## src/rtl/color_scan_ctrl_pkg.sv

```systemverilog
// Shared codes for the colour scan sequencer: colour results, filter selects, FSM states.
package color_pkg;
   localparam logic [2:0] COLOR_RED   = 3'b100;
   localparam logic [2:0] COLOR_GRN   = 3'b010;
   localparam logic [2:0] COLOR_BLU   = 3'b001;
   localparam logic [2:0] COLOR_DARK  = 3'b000;
   localparam logic [2:0] COLOR_WHITE = 3'b111;

   // {s2, s3} photodiode filter selects
   localparam logic [1:0] FS_R = 2'b00;
   localparam logic [1:0] FS_G = 2'b11;
   localparam logic [1:0] FS_B = 2'b01;

   localparam logic [1:0] CH_R = 2'd0;
   localparam logic [1:0] CH_G = 2'd1;
   localparam logic [1:0] CH_B = 2'd2;

   typedef enum logic [2:0] {
      ST_IDLE, ST_SETTLE, ST_GATE, ST_LATCH, ST_CLASSIFY, ST_DONE
   } state_t;

   function automatic logic [1:0] fs_code(input logic [1:0] ch);
      case (ch)
         CH_G:    fs_code = FS_G;
         CH_B:    fs_code = FS_B;
         default: fs_code = FS_R;
      endcase
   endfunction
endpackage

```

## src/rtl/color_scan_ctrl_if.sv

```systemverilog
// Scan handshake plus the sensor/counter hookup of the colour scan sequencer.
interface color_scan_ctrl_if #(parameter int CW = 16);
   logic          req;
   logic          cont;
   logic          busy;
   logic          done;
   logic [2:0]    color;
   logic [CW-1:0] r_cnt;
   logic [CW-1:0] g_cnt;
   logic [CW-1:0] b_cnt;
   logic          s2;
   logic          s3;
   logic          cnt_clr;
   logic          cnt_en;
   logic [CW-1:0] cnt_val;

   modport slave (
      input  req, cont, cnt_val,
      output busy, done, color, r_cnt, g_cnt, b_cnt, s2, s3, cnt_clr, cnt_en
   );
   modport master (
      output req, cont, cnt_val,
      input  busy, done, color, r_cnt, g_cnt, b_cnt, s2, s3, cnt_clr, cnt_en
   );
endinterface

```

## src/rtl/color_scan_ctrl_classify.sv

```systemverilog
// Dominant-colour decision over three channel counts (pure combinational).
module color_classify
   import color_pkg::*;
#(
   parameter int CW          = 16,
   parameter int DARK_MAX    = 16,
   parameter int WHITE_DELTA = 8
) (
   input  logic [CW-1:0] r,
   input  logic [CW-1:0] g,
   input  logic [CW-1:0] b,
   output logic [2:0]    color
);
   logic [CW-1:0] mx;
   logic [CW-1:0] mn;

   always_comb begin
      mx = r;
      mn = r;
      if (g > mx) mx = g;
      if (b > mx) mx = b;
      if (g < mn) mn = g;
      if (b < mn) mn = b;

      // mx >= mn, so the difference fits in CW bits
      if (mx <= CW'(DARK_MAX))                color = COLOR_DARK;
      else if ((mx - mn) <= CW'(WHITE_DELTA)) color = COLOR_WHITE;
      else if (r >= g && r >= b)              color = COLOR_RED;
      else if (g >= b)                        color = COLOR_GRN;
      else                                    color = COLOR_BLU;
   end
endmodule

```

## src/rtl/color_scan_ctrl.sv

```systemverilog
// Colour sensor scan sequencer: settle/gate/latch per R,G,B channel, then classify.
module color_scan_ctrl
   import color_pkg::*;
#(
   parameter int CW          = 16,
   parameter int SETTLE_CYC  = 5000,
   parameter int GATE_CYC    = 50000,
   parameter int DARK_MAX    = 16,
   parameter int WHITE_DELTA = 8
) (
   input logic              clk,
   input logic              reset,
   color_scan_ctrl_if.slave bus
);
   localparam int TMAX = (SETTLE_CYC > GATE_CYC) ? SETTLE_CYC : GATE_CYC;
   localparam int TW   = (TMAX > 1) ? $clog2(TMAX) : 1;

   state_t        state, state_n;
   logic [TW-1:0] timer, timer_n;
   logic [1:0]    ch, ch_n;
   logic [CW-1:0] r_q, g_q, b_q;
   logic [2:0]    color_q, cls_color;

   color_classify #(
      .CW(CW), .DARK_MAX(DARK_MAX), .WHITE_DELTA(WHITE_DELTA)
   ) u_cls (
      .r(r_q), .g(g_q), .b(b_q), .color(cls_color)
   );

   always_ff @(posedge clk) begin
      if (reset) begin
         state   <= ST_IDLE;
         timer   <= '0;
         ch      <= CH_R;
         r_q     <= '0;
         g_q     <= '0;
         b_q     <= '0;
         color_q <= COLOR_DARK;
      end else begin
         state <= state_n;
         timer <= timer_n;
         ch    <= ch_n;
         if (state == ST_LATCH) begin
            case (ch)
               CH_R:    r_q <= bus.cnt_val;
               CH_G:    g_q <= bus.cnt_val;
               default: b_q <= bus.cnt_val;
            endcase
         end
         // registered here so color is already valid in the DONE cycle
         if (state == ST_CLASSIFY) color_q <= cls_color;
      end
   end

   always_comb begin
      state_n = state;
      timer_n = timer;
      ch_n    = ch;
      case (state)
         ST_IDLE: if (bus.req) begin
            state_n = ST_SETTLE;
            timer_n = '0;
            ch_n    = CH_R;
         end
         ST_SETTLE: if (timer == TW'(SETTLE_CYC - 1)) begin
            state_n = ST_GATE;
            timer_n = '0;
         end else timer_n = timer + TW'(1);
         ST_GATE: if (timer == TW'(GATE_CYC - 1)) begin
            state_n = ST_LATCH;
            timer_n = '0;
         end else timer_n = timer + TW'(1);
         ST_LATCH: if (ch == CH_B) state_n = ST_CLASSIFY;
         else begin
            state_n = ST_SETTLE;
            ch_n    = ch + 2'd1;
            timer_n = '0;
         end
         ST_CLASSIFY: state_n = ST_DONE;
         ST_DONE: if (bus.cont) begin
            state_n = ST_SETTLE;
            ch_n    = CH_R;
            timer_n = '0;
         end else state_n = ST_IDLE;
         default: state_n = ST_IDLE;
      endcase
   end

   assign bus.busy          = (state != ST_IDLE);
   assign bus.done          = (state == ST_DONE);
   assign bus.cnt_en        = (state == ST_GATE);
   assign bus.cnt_clr       = (state == ST_SETTLE) && (timer == TW'(SETTLE_CYC - 1));
   assign {bus.s2, bus.s3}  = (state == ST_IDLE) ? FS_R : fs_code(ch);
   assign bus.color         = color_q;
   assign bus.r_cnt         = r_q;
   assign bus.g_cnt         = g_q;
   assign bus.b_cnt         = b_q;
endmodule

```

## src/flat_wrapper.sv

```systemverilog
// flat-port wrapper written by rule: the top's interface ports become plain ports
module color_scan_ctrl_flat import color_pkg::*;
#(
   parameter int CW          = 16,
   parameter int SETTLE_CYC  = 5000,
   parameter int GATE_CYC    = 50000,
   parameter int DARK_MAX    = 16,
   parameter int WHITE_DELTA = 8
)
  (clk, reset, bus_req, bus_cont, bus_cnt_val, bus_busy, bus_done, bus_color, bus_r_cnt, bus_g_cnt, bus_b_cnt, bus_s2, bus_s3, bus_cnt_clr, bus_cnt_en);
  color_scan_ctrl_if #(.CW(CW)) bus_i ();
  input logic clk;
  input logic reset;
  input wire logic [$bits(bus_i.req)-1:0] bus_req;
  input wire logic [$bits(bus_i.cont)-1:0] bus_cont;
  input wire logic [$bits(bus_i.cnt_val)-1:0] bus_cnt_val;
  output wire logic [$bits(bus_i.busy)-1:0] bus_busy;
  output wire logic [$bits(bus_i.done)-1:0] bus_done;
  output wire logic [$bits(bus_i.color)-1:0] bus_color;
  output wire logic [$bits(bus_i.r_cnt)-1:0] bus_r_cnt;
  output wire logic [$bits(bus_i.g_cnt)-1:0] bus_g_cnt;
  output wire logic [$bits(bus_i.b_cnt)-1:0] bus_b_cnt;
  output wire logic [$bits(bus_i.s2)-1:0] bus_s2;
  output wire logic [$bits(bus_i.s3)-1:0] bus_s3;
  output wire logic [$bits(bus_i.cnt_clr)-1:0] bus_cnt_clr;
  output wire logic [$bits(bus_i.cnt_en)-1:0] bus_cnt_en;
  assign bus_i.req = bus_req;
  assign bus_i.cont = bus_cont;
  assign bus_i.cnt_val = bus_cnt_val;
  assign bus_busy = bus_i.busy;
  assign bus_done = bus_i.done;
  assign bus_color = bus_i.color;
  assign bus_r_cnt = bus_i.r_cnt;
  assign bus_g_cnt = bus_i.g_cnt;
  assign bus_b_cnt = bus_i.b_cnt;
  assign bus_s2 = bus_i.s2;
  assign bus_s3 = bus_i.s3;
  assign bus_cnt_clr = bus_i.cnt_clr;
  assign bus_cnt_en = bus_i.cnt_en;
  color_scan_ctrl #(.CW(CW), .SETTLE_CYC(SETTLE_CYC), .GATE_CYC(GATE_CYC), .DARK_MAX(DARK_MAX), .WHITE_DELTA(WHITE_DELTA)) u_core (.clk(clk), .reset(reset), .bus(bus_i));
endmodule
```

## config.mk

```make
export PLATFORM = sky130hd
export DESIGN_NAME = color_scan_ctrl_flat
export DESIGN_NICKNAME = d
export VERILOG_FILES = /design/src/rtl/color_scan_ctrl_pkg.sv /design/src/rtl/color_scan_ctrl_if.sv /design/src/rtl/color_scan_ctrl_classify.sv /design/src/rtl/color_scan_ctrl.sv /design/src/flat_wrapper.sv
export SDC_FILE = /design/constraint.sdc
export NUM_CORES = 1
export LEC_CHECK = 0
export CORE_MARGIN = 3
export CORE_UTILIZATION = 40
export DETAILED_ROUTE_END_ITERATION = 16
export GPL_TIMING_DRIVEN = 0
export PLACE_DENSITY = 0.68
export SKIP_LAST_GASP = 1
export SLEW_MARGIN = 20
export SYNTH_ARGS = -nofsm -noshare
export SYNTH_HDL_FRONTEND = slang
export SYNTH_SLANG_ARGS = --single-unit
```

## constraint.sdc

```tcl
create_clock -name clk -period 12.6 [get_ports clk]
set_input_delay 2.52 -clock clk [delete_from_list [all_inputs] [get_ports clk]]
set_output_delay 2.52 -clock clk [all_outputs]
set_load 0.005 [all_outputs]
```

==> impl_metrics.ini <==
[status]
status = finished clean

[layout]
syn_to_final_growth_pct = 20.49
drive_gt1_frac = 0.02848
finalNetCount = 1059
multi_input_area_um2 = 4656
nFillCells = 1549
n_antenna_cell = 0
finalInstanceArea_um2 = 7726
stdcell_count = 1159
post-route-util = 0.5008
seqCellArea_um2 = 1441

[yosys]
synth_compound_area_frac = 0.2158
synth_xor_area_frac = 0.03005
syn-num-nets = 972
synthMuxAreaShare = 0.05873
synth_area_leaders = dfxtp_1 22%, ha_1 19%, a21oi_1 8.4%, nand2_1 8.0%, mux2i_1 5.5%
synth_top_family_by_area = simple AND/OR/NAND/NOR gates
synth_top_area_share = 0.2248
synth_cell_types = 64
syn-cell-area_um2 = 6412
synth_seq_cells = 72
ys_warn_count = 0
synth-edff-count = 0
async_flop_share = 0
synthTopCellsByCount = 136 x nand2_1, 107 x a21oi_1, 96 x ha_1
syn_area_per_cell_um2 = 7.491
ys.flop_type = dfxtp_1
netlist_instances = 856
synth_adder_area_share = 0.1873
yosysMostFrequentCell = nand2_1
ys_seq_area_frac = 0.2248
yosysTopAreaCell = dfxtp_1
yosys.area_share.simple = 0.2341

[setup_path]
path_max_fanout = 10
worstPathArrival_ns = 9.31
crit_path_start = u_core.bus.g_cnt[1]$_SDFFE_PP0P_
path_class = flop to flop
crit_family = simple AND/OR/NAND/NOR gates
worst_path_max_delay_cell = nor4_1
cp_common_cell = clkbuf_1
startpoint_type = flop
slowest_delay_ns = 0.80
end_kind = flop
cp.buffers_inverters = 5
r2r_start = u_core.bus.g_cnt[1]$_SDFFE_PP0P_
critical_path_required_ns = 12.89

[die]
rows = 45
core_um2 = 15430
start_util = 0.4157
die_x_um = 132.6
io_pins = 77
die-area_um2 = 17590
die_h_um = 132.6

[power]
peakVddDrop_mv = 0.07342
leakage_nw = 3.029
p_total_mw = 0.4945
power_density_nw_per_um2 = 64.01

[job]
drv_cap = 0

[clocking]
cts_inserted_buffers = 9
cts_tree = built
clock_path_buffers = 2
path_clk_slew_ns = 0.06
clock_sinks = 72
clockRootBuffer = clkbuf_16
h-tree-depth = 3
cts_resized = 0
clk_latency_ns = 0.34
postCtsSetupRepairBufs = 0
hold_buffers = 0

[route]
post-route-drc-count = 0
route.vias.total = 6388
ant_nets = 0
first_pass_iters = 5
drt_wl_total_um = 19080
wire_per_inst_um = 16.46
avgViaCountPerCell = 5.512
drt_iter0_drc = 348

[global_routing]
grt_use_met3 = 0.03080
grt_max_degree = 16
antenna_found_initial = 0
grt_busiest_layer = met2
grt_pass1_wl_um = 31050
overflow = 0
met1_usage = 0.2831
groute.usage.overall = 0.2143
use_met2 = 0.3661
grt_pass1_vias = 6132

[placement]
io_buffers = 76
placed_cell_area_um2 = 7437
dp.final_hpwl_um = 15390
dp.cells = 1143
pre_cts_ws_ns = 3.622
gp_congestion = 0.9167

[sta]
fin_crit_ns = 9.025
holdWs_ns = 0.4595
finalMaxSlewViolations = 0
setup_viol = 0
worst_slew_pin_slew_ns = 0.9186
finalCritPeriodShare = 0.7162
rsz0062_at_grt = no
setup_ws_ns = 3.575
slew_headroom = 0.3819
skew_ns = 0.007095
finalSetupTns_ns = 0
fmax_ghz = 0.1108
final-hold-violation-count = 0

[min_path]
hold_start = u_core.bus.color[1]$_SDFFE_PP0P_
hold_class = flop to flop
-- layer usage --
layer | wire length (um) | vias up
li1 | - | 3228
met1 | 8673 | 2987
met2 | 9178 | 153
met3 | 910 | 20
met4 | 319 | 0
met5 | 0 | -
-- cell usage in the layout, fill, tap and decap left out, types with 20 or more instances in the layout --
| master | Yosys | final |
|---|---|---|
| mux2i_1 | 35 | 35 |
| inv_1 | 49 | 49 |
| clkdlybuf4s50_1 | 0 | 76 |
| nor2_1 | 78 | 78 |
| dfxtp_1 | 72 | 72 |
| o21ai_0 | 26 | 26 |
| a21oi_1 | 107 | 107 |
| ha_1 | 96 | 96 |
| nand2_1 | 136 | 136 |
| a21o_1 | 20 | 20 |
| clkbuf_1 | 30 | 30 |
-- worst paths after layout --
check	depth (start not counted)	slack, ns	to
hold reg to reg	1	0.46	u_core.bus.color[1]$_SDFFE_PP0P_
hold / removal	1	0.46	u_core.bus.color[1]$_SDFFE_PP0P_
setup reg to reg	28	3.58	u_core.bus.color[0]$_SDFFE_PP0P_
setup / recovery	28	3.58	u_core.bus.color[0]$_SDFFE_PP0P_
-- cell families after synthesis --
kind of cell | Yosys count
AOI/OAI and AO/OA | 222
xor gates and xnor gates | 22
adders and majority gates | 96
buffers and inverters | 82
DFF | 72
muxes | 37
and+or+nand+nor | 325
-- final cells by class --
cell class / instances / share of cell area
Inverter: 49 / 0.02381
Timing Repair Buffer: 76 / 0.09846
Clock inverter: 7 / 0.008259
Tap cell: 211 / 0.03417
Multi-Input combinational cell: 702 / 0.6026
Clock buffer: 9 / 0.02915
Buffer: 33 / 0.01700
Sequential cell: 72 / 0.1866
-- state kept, by name (all words and copies together), names as in the netlist --
signal / count
u_core.bus.g_cnt: 16
u_core.bus.r_cnt: 16
u_core.ch: 2
u_core.bus.b_cnt: 16
u_core.timer: 16
u_core.bus.color: 3
u_core.state: 3
-- power breakdown --
part           total, mW  internal, mW  switching [mW]
combinational     0.0223       0.00944          0.0129
clock              0.243         0.137           0.106
sequential         0.229         0.228        0.000628
Note: power is estimated with default switching activity, not from simulation.
